File: config.mk
export PLATFORM = sky130hd
export DESIGN_NAME = cia_pipe_adder
export DESIGN_NICKNAME = d
export VERILOG_FILES = /design/src/rtl/cia_pipe_adder.sv
export SDC_FILE = /design/constraint.sdc
export NUM_CORES = 1
export LEC_CHECK = 0
export ABC_AREA = 1
export CORE_MARGIN = 2
export CORE_UTILIZATION = 50
export DETAILED_ROUTE_END_ITERATION = 8
export PLACE_DENSITY = 0.84
export SYNTH_ARGS = -nofsm -noshare
export SYNTH_HDL_FRONTEND = slang
export SYNTH_SLANG_ARGS = --single-unit
File: constraint.sdc
create_clock -name clk -period 1.9 [get_ports clk]
set_input_delay 0.57 -clock clk [delete_from_list [all_inputs] [get_ports clk]]
set_output_delay 0.57 -clock clk [all_outputs]
set_load 0.05 [all_outputs]
File: src/rtl/cia_pipe_adder.sv
// Pipelined carry-increment adder/subtractor: one BLOCK-bit segment is resolved per stage,
// with a single global advance enable shared by every stage and a valid/ready handshake at both ends.
module cia_pipe_adder #(
    parameter int WIDTH = 16,
    parameter int BLOCK = 4
) (
    input  logic             clk,
    input  logic             rst_n,
    input  logic [WIDTH-1:0] inA,
    input  logic [WIDTH-1:0] inB,
    input  logic             cin,
    input  logic             sub,
    input  logic             inValid,
    output logic             inReady,
    output logic [WIDTH-1:0] sum,
    output logic             cout,
    output logic             ovf,
    output logic             outValid,
    input  logic             outReady
);
    localparam int NSTG = WIDTH / BLOCK;

    logic adv;

    assign adv     = !outValid || outReady;
    assign inReady = adv;

    for (genvar k = 0; k < NSTG; k++) begin : g_stg
        localparam int SRCW = WIDTH - k * BLOCK;   // operand bits not yet consumed
        localparam int SUMW = (k + 1) * BLOCK;     // sum bits resolved so far

        logic [SRCW-1:0]  a_src;
        logic [SRCW-1:0]  b_src;
        logic             sub_src;
        logic             c_src;
        logic             v_src;
        logic [SUMW-1:0]  s_next;
        logic [BLOCK-1:0] a_seg;
        logic [BLOCK-1:0] b_seg;
        logic [BLOCK-1:0] seg;
        logic [BLOCK:0]   seg_add;
        logic [BLOCK:0]   seg_inc;
        logic             c_next;
        logic             v;
        logic             c;
        logic [SUMW-1:0]  s;

        if (k == 0) begin : g_head
            assign a_src   = inA;
            assign b_src   = inB;
            assign sub_src = sub;
            assign c_src   = sub ? 1'b1 : cin;
            assign v_src   = inValid;
            assign s_next  = seg;
        end else begin : g_body
            assign a_src   = g_stg[k-1].g_fwd.a;
            assign b_src   = g_stg[k-1].g_fwd.b;
            assign sub_src = g_stg[k-1].g_fwd.sb;
            assign c_src   = g_stg[k-1].c;
            assign v_src   = g_stg[k-1].v;
            assign s_next  = {seg, g_stg[k-1].s};
        end

        // Segment add with carry-in 0, then increment by the carry from the stage below.
        assign a_seg   = a_src[BLOCK-1:0];
        assign b_seg   = b_src[BLOCK-1:0] ^ {BLOCK{sub_src}};
        assign seg_add = {1'b0, a_seg} + {1'b0, b_seg};
        assign seg_inc = {1'b0, seg_add[BLOCK-1:0]} + {{BLOCK{1'b0}}, c_src};
        assign seg     = seg_inc[BLOCK-1:0];
        // NOTE: the add and the increment can never both carry out, so OR-ing them is exact.
        assign c_next  = seg_add[BLOCK] | seg_inc[BLOCK];

        // NOTE: data registers are reset too (not only valid bits) so outputs are never X.
        always_ff @(posedge clk or negedge rst_n) begin
            if (!rst_n) begin
                v <= 1'b0;
                c <= 1'b0;
                s <= '0;
            end else if (adv) begin
                v <= v_src;
                c <= c_next;
                s <= s_next;
            end
        end

        if (k < NSTG - 1) begin : g_fwd
            logic [SRCW-BLOCK-1:0] a;
            logic [SRCW-BLOCK-1:0] b;
            logic                  sb;

            always_ff @(posedge clk or negedge rst_n) begin
                if (!rst_n) begin
                    a  <= '0;
                    b  <= '0;
                    sb <= 1'b0;
                end else if (adv) begin
                    a  <= a_src[SRCW-1:BLOCK];
                    b  <= b_src[SRCW-1:BLOCK];
                    sb <= sub_src;
                end
            end
        end else begin : g_tail
            logic ov;

            always_ff @(posedge clk or negedge rst_n) begin
                if (!rst_n) begin
                    ov <= 1'b0;
                end else if (adv) begin
                    ov <= (a_seg[BLOCK-1] == b_seg[BLOCK-1]) && (seg[BLOCK-1] != a_seg[BLOCK-1]);
                end
            end
        end
    end

    assign sum      = g_stg[NSTG-1].s;
    assign cout     = g_stg[NSTG-1].c;
    assign ovf      = g_stg[NSTG-1].g_tail.ov;
    assign outValid = g_stg[NSTG-1].v;

endmodule

== Yosys cells after proc, flatten, opt, wreduce, memory -nomap -nowiden ==
Index checks and enable logic that the tools add are counted.
W data, S select, Z words.

* Bits in registers: 100
* Bits in latches: 0
* Bits in writable memories: 0
* Memory bits (read-only): 0
* Word-level logic and storage cells: 44
* Memories: 0

* Add/sub/neg operators: 8
* $mul: 0
* Div/mod/pow operators: 0
* Order comparisons: 0
* Eq/ne operators: 2
* Shifts and indexed selects: 0
* Mux-type cells: 1
* Bitwise operators: 8
* Reductions and logical operators: 3

{| class="wikitable"
|+ Operators by type and width
! kind !! count
|-
| $add A4 B1 Y5 || 4
|-
| $add A4 B4 Y5 || 4
|-
| $xor A4 B4 Y4 || 4
|-
| $or A1 B1 Y1 || 4
|-
| $eq A1 B1 Y1 || 1
|-
| $logic_and A1 B1 Y1 || 1
|-
| $logic_not A1 Y1 || 1
|-
| $logic_or A1 B1 Y1 || 1
|-
| $mux W1 || 1
|-
| $ne A1 B1 Y1 || 1
|}

== Depth between registers and ports, before layout ==
* Word-level depth: 5
* Depth in mapped cells: 14
* Depth with buffers taken out: 13

== Worst setup path before layout ==
No wires, ideal clock.

* Path type: input port to flip-flop
* Start: input port sub
* End: register g_stg[0].c
* Setup time: 82 ps
* Arrival time: 2108 ps
* Data required time: 1818 ps
* Slack: -290 ps
* Stages on the path: 9
* Path buffers: 1
* Path through: clkbuf_1 xor2_1 ha_1 fa_1 ha_1 inv_1 nor2_1 nand3_1 a31oi_1

* Word-level cells in the longest chain between the ends: 4
* Elaborated cells between the ends (all ways): 5

{| class="wikitable"
|+ RTL lines
! what !! line !! text
|-
| from (decl) || 12 || <nowiki>input logic sub,</nowiki>
|-
| $xor A4 B4 Y4 || 66 || <nowiki>assign b_seg = b_src[BLOCK-1:0] ^ {BLOCK{sub_src}};</nowiki>
|-
| $add A4 B4 Y5 || 67 || <nowiki>assign seg_add = {1'b0, a_seg} + {1'b0, b_seg};</nowiki>
|-
| $add A4 B1 Y5 || 68 || <nowiki>assign seg_inc = {1'b0, seg_add[BLOCK-1:0]} + {{BLOCK{1'b0}}, c_src};</nowiki>
|-
| $or A1 B1 Y1 * || 71 || <nowiki>assign c_next = seg_add[BLOCK] | seg_inc[BLOCK];</nowiki>
|-
| to (signal assigned) || 81 || <nowiki>c <= c_next;</nowiki>
|-
| to (decl) || 45 || <nowiki>logic c;</nowiki>
|}

Every way passes the cells marked *; elsewhere a longest branch is shown, timed or not.
A chain may end at the register's enable or synchronous reset.

== Final worst setup path ==
* Start: register g_stg[1].g_fwd.sb
* End: register g_stg[2].s[10]

* Word-level cells in the longest chain between the ends: 3

{| class="wikitable"
|+ RTL lines
! what !! line !! text
|-
| from (decl) || 89 || <nowiki>logic sb;</nowiki>
|-
| from (signal assigned) || 99 || <nowiki>sb <= sub_src;</nowiki>
|-
| $xor A4 B4 Y4 || 66 ||
|-
| $add A4 B4 Y5 || 67 ||
|-
| $add A4 B1 Y5 || 68 ||
|-
| to (signal assigned) || 82 || <nowiki>s <= s_next;</nowiki>
|-
| to (decl) || 46 || <nowiki>logic [SUMW-1:0] s;</nowiki>
|}

Every way passes these cells.

==> impl_summary.txt <==
----------------------------------------------------
[Run status]
  Result of the run ... finished with violations
  Violations in the final reports ... negative setup slack

[Final layout]
  Fraction of final layout cells with drive strength greater than 1 ... 21.0%
  Fillers ... 692
  Number of nets in the final layout ... 691
  P&R area growth vs syn ... 27.6%
  Cell Count, Final, Fillers Out ... 741
  Number of diodes ... 0
  Post-route cell area ... 6010 um2

[Critical path]
  Total number of cells along the worst setup path ... 9
  Critical R2R Capture ... g_stg[2].s[10]
  Critical path buffers and inverters ... 3
  Crit Path Max Fanout ... 3
  R2R setup slack ... -0.15 ns
  Slowest CP cell ... sky130_fd_sc_hd__fa_2
  Depth of the worst register-to-register path ... 9
  CP Class ... flop to flop
  Dominant delay contributor by cell family on the critical path ... adder cells
  Critical Path Sink ... g_stg[2].s[10]
  Most frequent CP cell ... sky130_fd_sc_hd__inv_2
  Required time worst endpoint ... 2.17 ns
  Kind of start point of the critical path ... flop
  Maximum cell stage delay along the critical path ... 0.52 ns
  CP endpoint kind ... flop
  Cells along the critical path ... xor2_1, ha_2, inv_2, fa_2, inv_2, ha_4, inv_2, nor2_4, o31ai_2
  Origin of the critical flop-to-flop path ... g_stg[1].g_fwd.sb
  CP Data Arrival Time ... 2.31 ns
  Source of the critical timing path ... g_stg[1].g_fwd.sb

[Power and ir drop]
  Reported leakage power ... 3.06 nW
  Overall power of the completed layout ... 11.9 mW
  Power density over cell area ... 1980 nW/um2
  Largest vdd supply drop ... 0.898 mV

[Floorplanning]
  Standard-cell row count ... 35
  DIE HEIGHT ... 101 um
  DIE AREA ... 10200 um2
  Number of top-level pins ... 58
  Effective utilization at floorplan ... 51.2%
  Width of the chip ... 101 um
  Core Region ... 9200 um2

[Logic synthesis]
  Xor-xnor portion of the synthesized cell area ... 3.35%
  Net count of the mapped netlist ... 617
  Simple-Gate Fraction of Synth Area ... 25.2%
  Post-Syn Area ... 4710 um2
  Flop and latch count out of synthesis ... 100
  Multiplexer fraction of the synthesized cell area ... 0%
  Number of warnings printed during yosys synthesis ... 0
  Post-synthesis sequential area ratio ... 53.1%
  Largest family of logic cells by synthesized area ... simple AND/OR/NAND/NOR gates
  Area fraction in compound gates after synthesis ... 4.94%
  Syn Area/Cell ... 8.54 um2
  Number of unique standard cell types used by synthesis ... 23
  Post-Synthesis Cells ... 551
  Adder and majority cell fraction of the synthesized area ... 8.08%

[STA]
  Unrepaired setup endpoints after global routing ... true
  Time the worst path needs with I/O delays and setup ... 2.05 ns
  Worst max-slew margin expressed relative to the limit ... 65.7%
  Highest Clock Rate ... 489 MHz
  Worst clock skew ... 0.0110 ns
  Final setup violation count ... 9
  Post-route fraction of the period consumed by the critical path ... 108%
  Slack of the critical path ... -0.146 ns
  Slew at the pin closest to its max-slew limit ... 0.514 ns
  Number of pins exceeding their max-slew limit in the final report ... 0
  Worst Hold Margin ... 0.241 ns
  Hold violation total from the final report ... 0

[Placed design]
  Worst-case setup slack after placement ... -0.680 ns
  Routability-driven placement congestion ratio ... 0.833
  # port buffers ... 57
  Placed insts ... 716
  Cell area reported after detailed placement ... 5530 um2
  Post-DP HPWL ... 6350 um

[Route]
  Detail-routed via count per cell ... 5.12
  Starting DRT DRC Count ... 196
  Overall via count from detail_route ... 3796
  Wire length per cell after detailed routing ... 13.6 um
  Remaining DRCs ... 0
  Pre-antenna DRT Iters ... 4
  Total Routed Length ... 10100 um
  Number of nets still failing antenna checks after routing ... 0

[Clock network]
  Clock tree root driver cell ... sky130_fd_sc_hd__clkbuf_8
  Clock buffers created by TritonCTS ... 9
  CTS tree ... done
  Insertion delay of the later-clocked pin in the worst-skew pair ... 0.37 ns
  Clock-pin slew reported for the worst setup and hold paths after clock tree synthesis ... 0.10 ns
  H-tree Lvls ... 3
  Buffer depth of the longest clock path ... 2
  CTS sink count ... 100

[Global routing]
  Global-route wire length before repair ... 16500 um
  Final global-route overflow total ... 0
  Initial antenna violation count ... 0
  Vias in the first global route ... 3768
  GRT Overall Usage ... 20.2%
  Maximum number of pins on one net before global-route repair ... 101

[Run]
  MaxCap Viol Count ... 0

[Worst hold path]
  Class of the tightest hold or removal check ... input pin to async pin

----------------------------------------------------
-- where the power goes --
group	switching, mW	internal (mW)	total (mW)
logic	4.09	2.80	6.89
registers	0.532	3.08	3.61
clock network	0.759	0.619	1.38
-- timing repair --
item,4_1_cts,5_1_grt
setup endpoints to repair,15,15
buffers inserted,4,5
hold buffers,0,0
pin swaps,28,24
gates resized for setup,43,30
-- layout by cell type (no fill, tap or decap), types with 3 or more instances in the layout --
master / n
sky130_fd_sc_hd__nand2_1: 242
sky130_fd_sc_hd__dfrtp_1: 99
sky130_fd_sc_hd__buf_4: 44
sky130_fd_sc_hd__clkdlybuf4s50_1: 29
sky130_fd_sc_hd__inv_1: 24
sky130_fd_sc_hd__ha_1: 16
sky130_fd_sc_hd__o21ai_0: 14
sky130_fd_sc_hd__nor2_1: 14
sky130_fd_sc_hd__nand3_1: 13
sky130_fd_sc_hd__xor2_1: 12
sky130_fd_sc_hd__inv_2: 11
sky130_fd_sc_hd__o21ai_1: 10
sky130_fd_sc_hd__clkbuf_8: 9
sky130_fd_sc_hd__nand2_2: 8
sky130_fd_sc_hd__a21oi_1: 8
sky130_fd_sc_hd__buf_12: 7
sky130_fd_sc_hd__a21oi_2: 6
sky130_fd_sc_hd__nand3b_1: 6
sky130_fd_sc_hd__nor2_4: 5
sky130_fd_sc_hd__nand3_2: 5
sky130_fd_sc_hd__xnor2_2: 4
sky130_fd_sc_hd__nor2_2: 4
sky130_fd_sc_hd__fa_2: 4
sky130_fd_sc_hd__ha_2: 4
sky130_fd_sc_hd__ha_4: 4
sky130_fd_sc_hd__o31ai_2: 3
sky130_fd_sc_hd__dlygate4sd2_1: 3
-- final cells by class --
cell class                      instances  area (um2)  area share [%]
Sequential cell                       100        2500            41.7
Inverter                               36         138            2.29
Clock buffer                            9         124            2.06
Multi-Input combinational cell        390        2200            36.6
Clock inverter                          7        75.1            1.25
Timing Repair Buffer                   88         831            13.8
Tap cell                              111         139            2.31
-- worst register-to-register path: stages, from the launching register on --
cell and delay (ns):
sky130_fd_sc_hd__dfrtp_1 0.43, sky130_fd_sc_hd__xor2_1 0.21, sky130_fd_sc_hd__ha_2 0.23, sky130_fd_sc_hd__inv_2 0.04, sky130_fd_sc_hd__fa_2 0.52, sky130_fd_sc_hd__inv_2 0.05
sky130_fd_sc_hd__ha_4 0.16, sky130_fd_sc_hd__inv_2 0.07, sky130_fd_sc_hd__nor2_4 0.05, sky130_fd_sc_hd__o31ai_2 0.19
-- state kept, by name, summed over array words and instances, names as in the netlist --
register,cells
cout,1
g_stg.c,3
g_stg.g_fwd.a,24
g_stg.g_fwd.b,24
g_stg.g_fwd.sb,3
g_stg.s,24
g_stg.v,3
outValid,1
ovf,1
sum,16
-- kinds of logic (layout without fill, tap and decap cells) --
family | after synthesis | in the layout
AO/OA/AOI/OAI | 44 | 44
XOR/XNOR | 18 | 18
adder cells (fa/ha/maj) | 28 | 28
buffers and inverters | 61 | 140
flip-flops | 100 | 100
AND/OR/NAND/NOR | 300 | 300
-- Yosys cell counts (all sizes together) --
cell | n | share of area, %
xor2 | 13 | 2.4
dfrtp | 100 | 53
nand4 | 1 | 0.13
nand3b | 6 | 0.96
o31ai | 4 | 0.64
clkbuf | 12 | 0.96
a31oi | 2 | 0.27
xnor2 | 5 | 0.93
o21ai | 24 | 2.6
buf | 13 | 1.5
nand2 | 250 | 20
nor2 | 23 | 2.0
inv | 36 | 2.9
a21oi | 14 | 1.5
fa | 4 | 1.7
or2 | 1 | 0.13
ha | 24 | 6.4
nand3 | 18 | 1.9
nor3 | 1 | 0.11
-- metrics by stage --
stage               setup TNS [ns]  utilization, %
detailed placement           -3.50            60.1
CTS                         -0.328            63.6
finish                      -0.516            65.3
global route                 -1.46            65.3
global placement             -2.59            60.1
floorplan                   -0.738               -
-- worst min-delay path by stage --
stage,start,depth (start not counted),end
after global routing,rst_n,2,sum[0]
after CTS,rst_n,2,cout
after floorplan,rst_n,0,cout
after global placement,g_stg[2].v,2,outValid
after detailed placement,g_stg[2].v,2,outValid
final,rst_n,2,g_stg[1].s[0]
-- routing by layer --
metal / vias to the layer above / part of all wire, % / global-route usage [%]
met1: 1810 / 43 / 26.0
met3: 24 / 4.4 / 4.30
met5: - / 0 / 0
li1: 1865 / - / -
met2: 97 / 50 / 33.0
met4: 0 / 2.4 / 8.52
No activity file was read; power rests on OpenSTA's default activity.
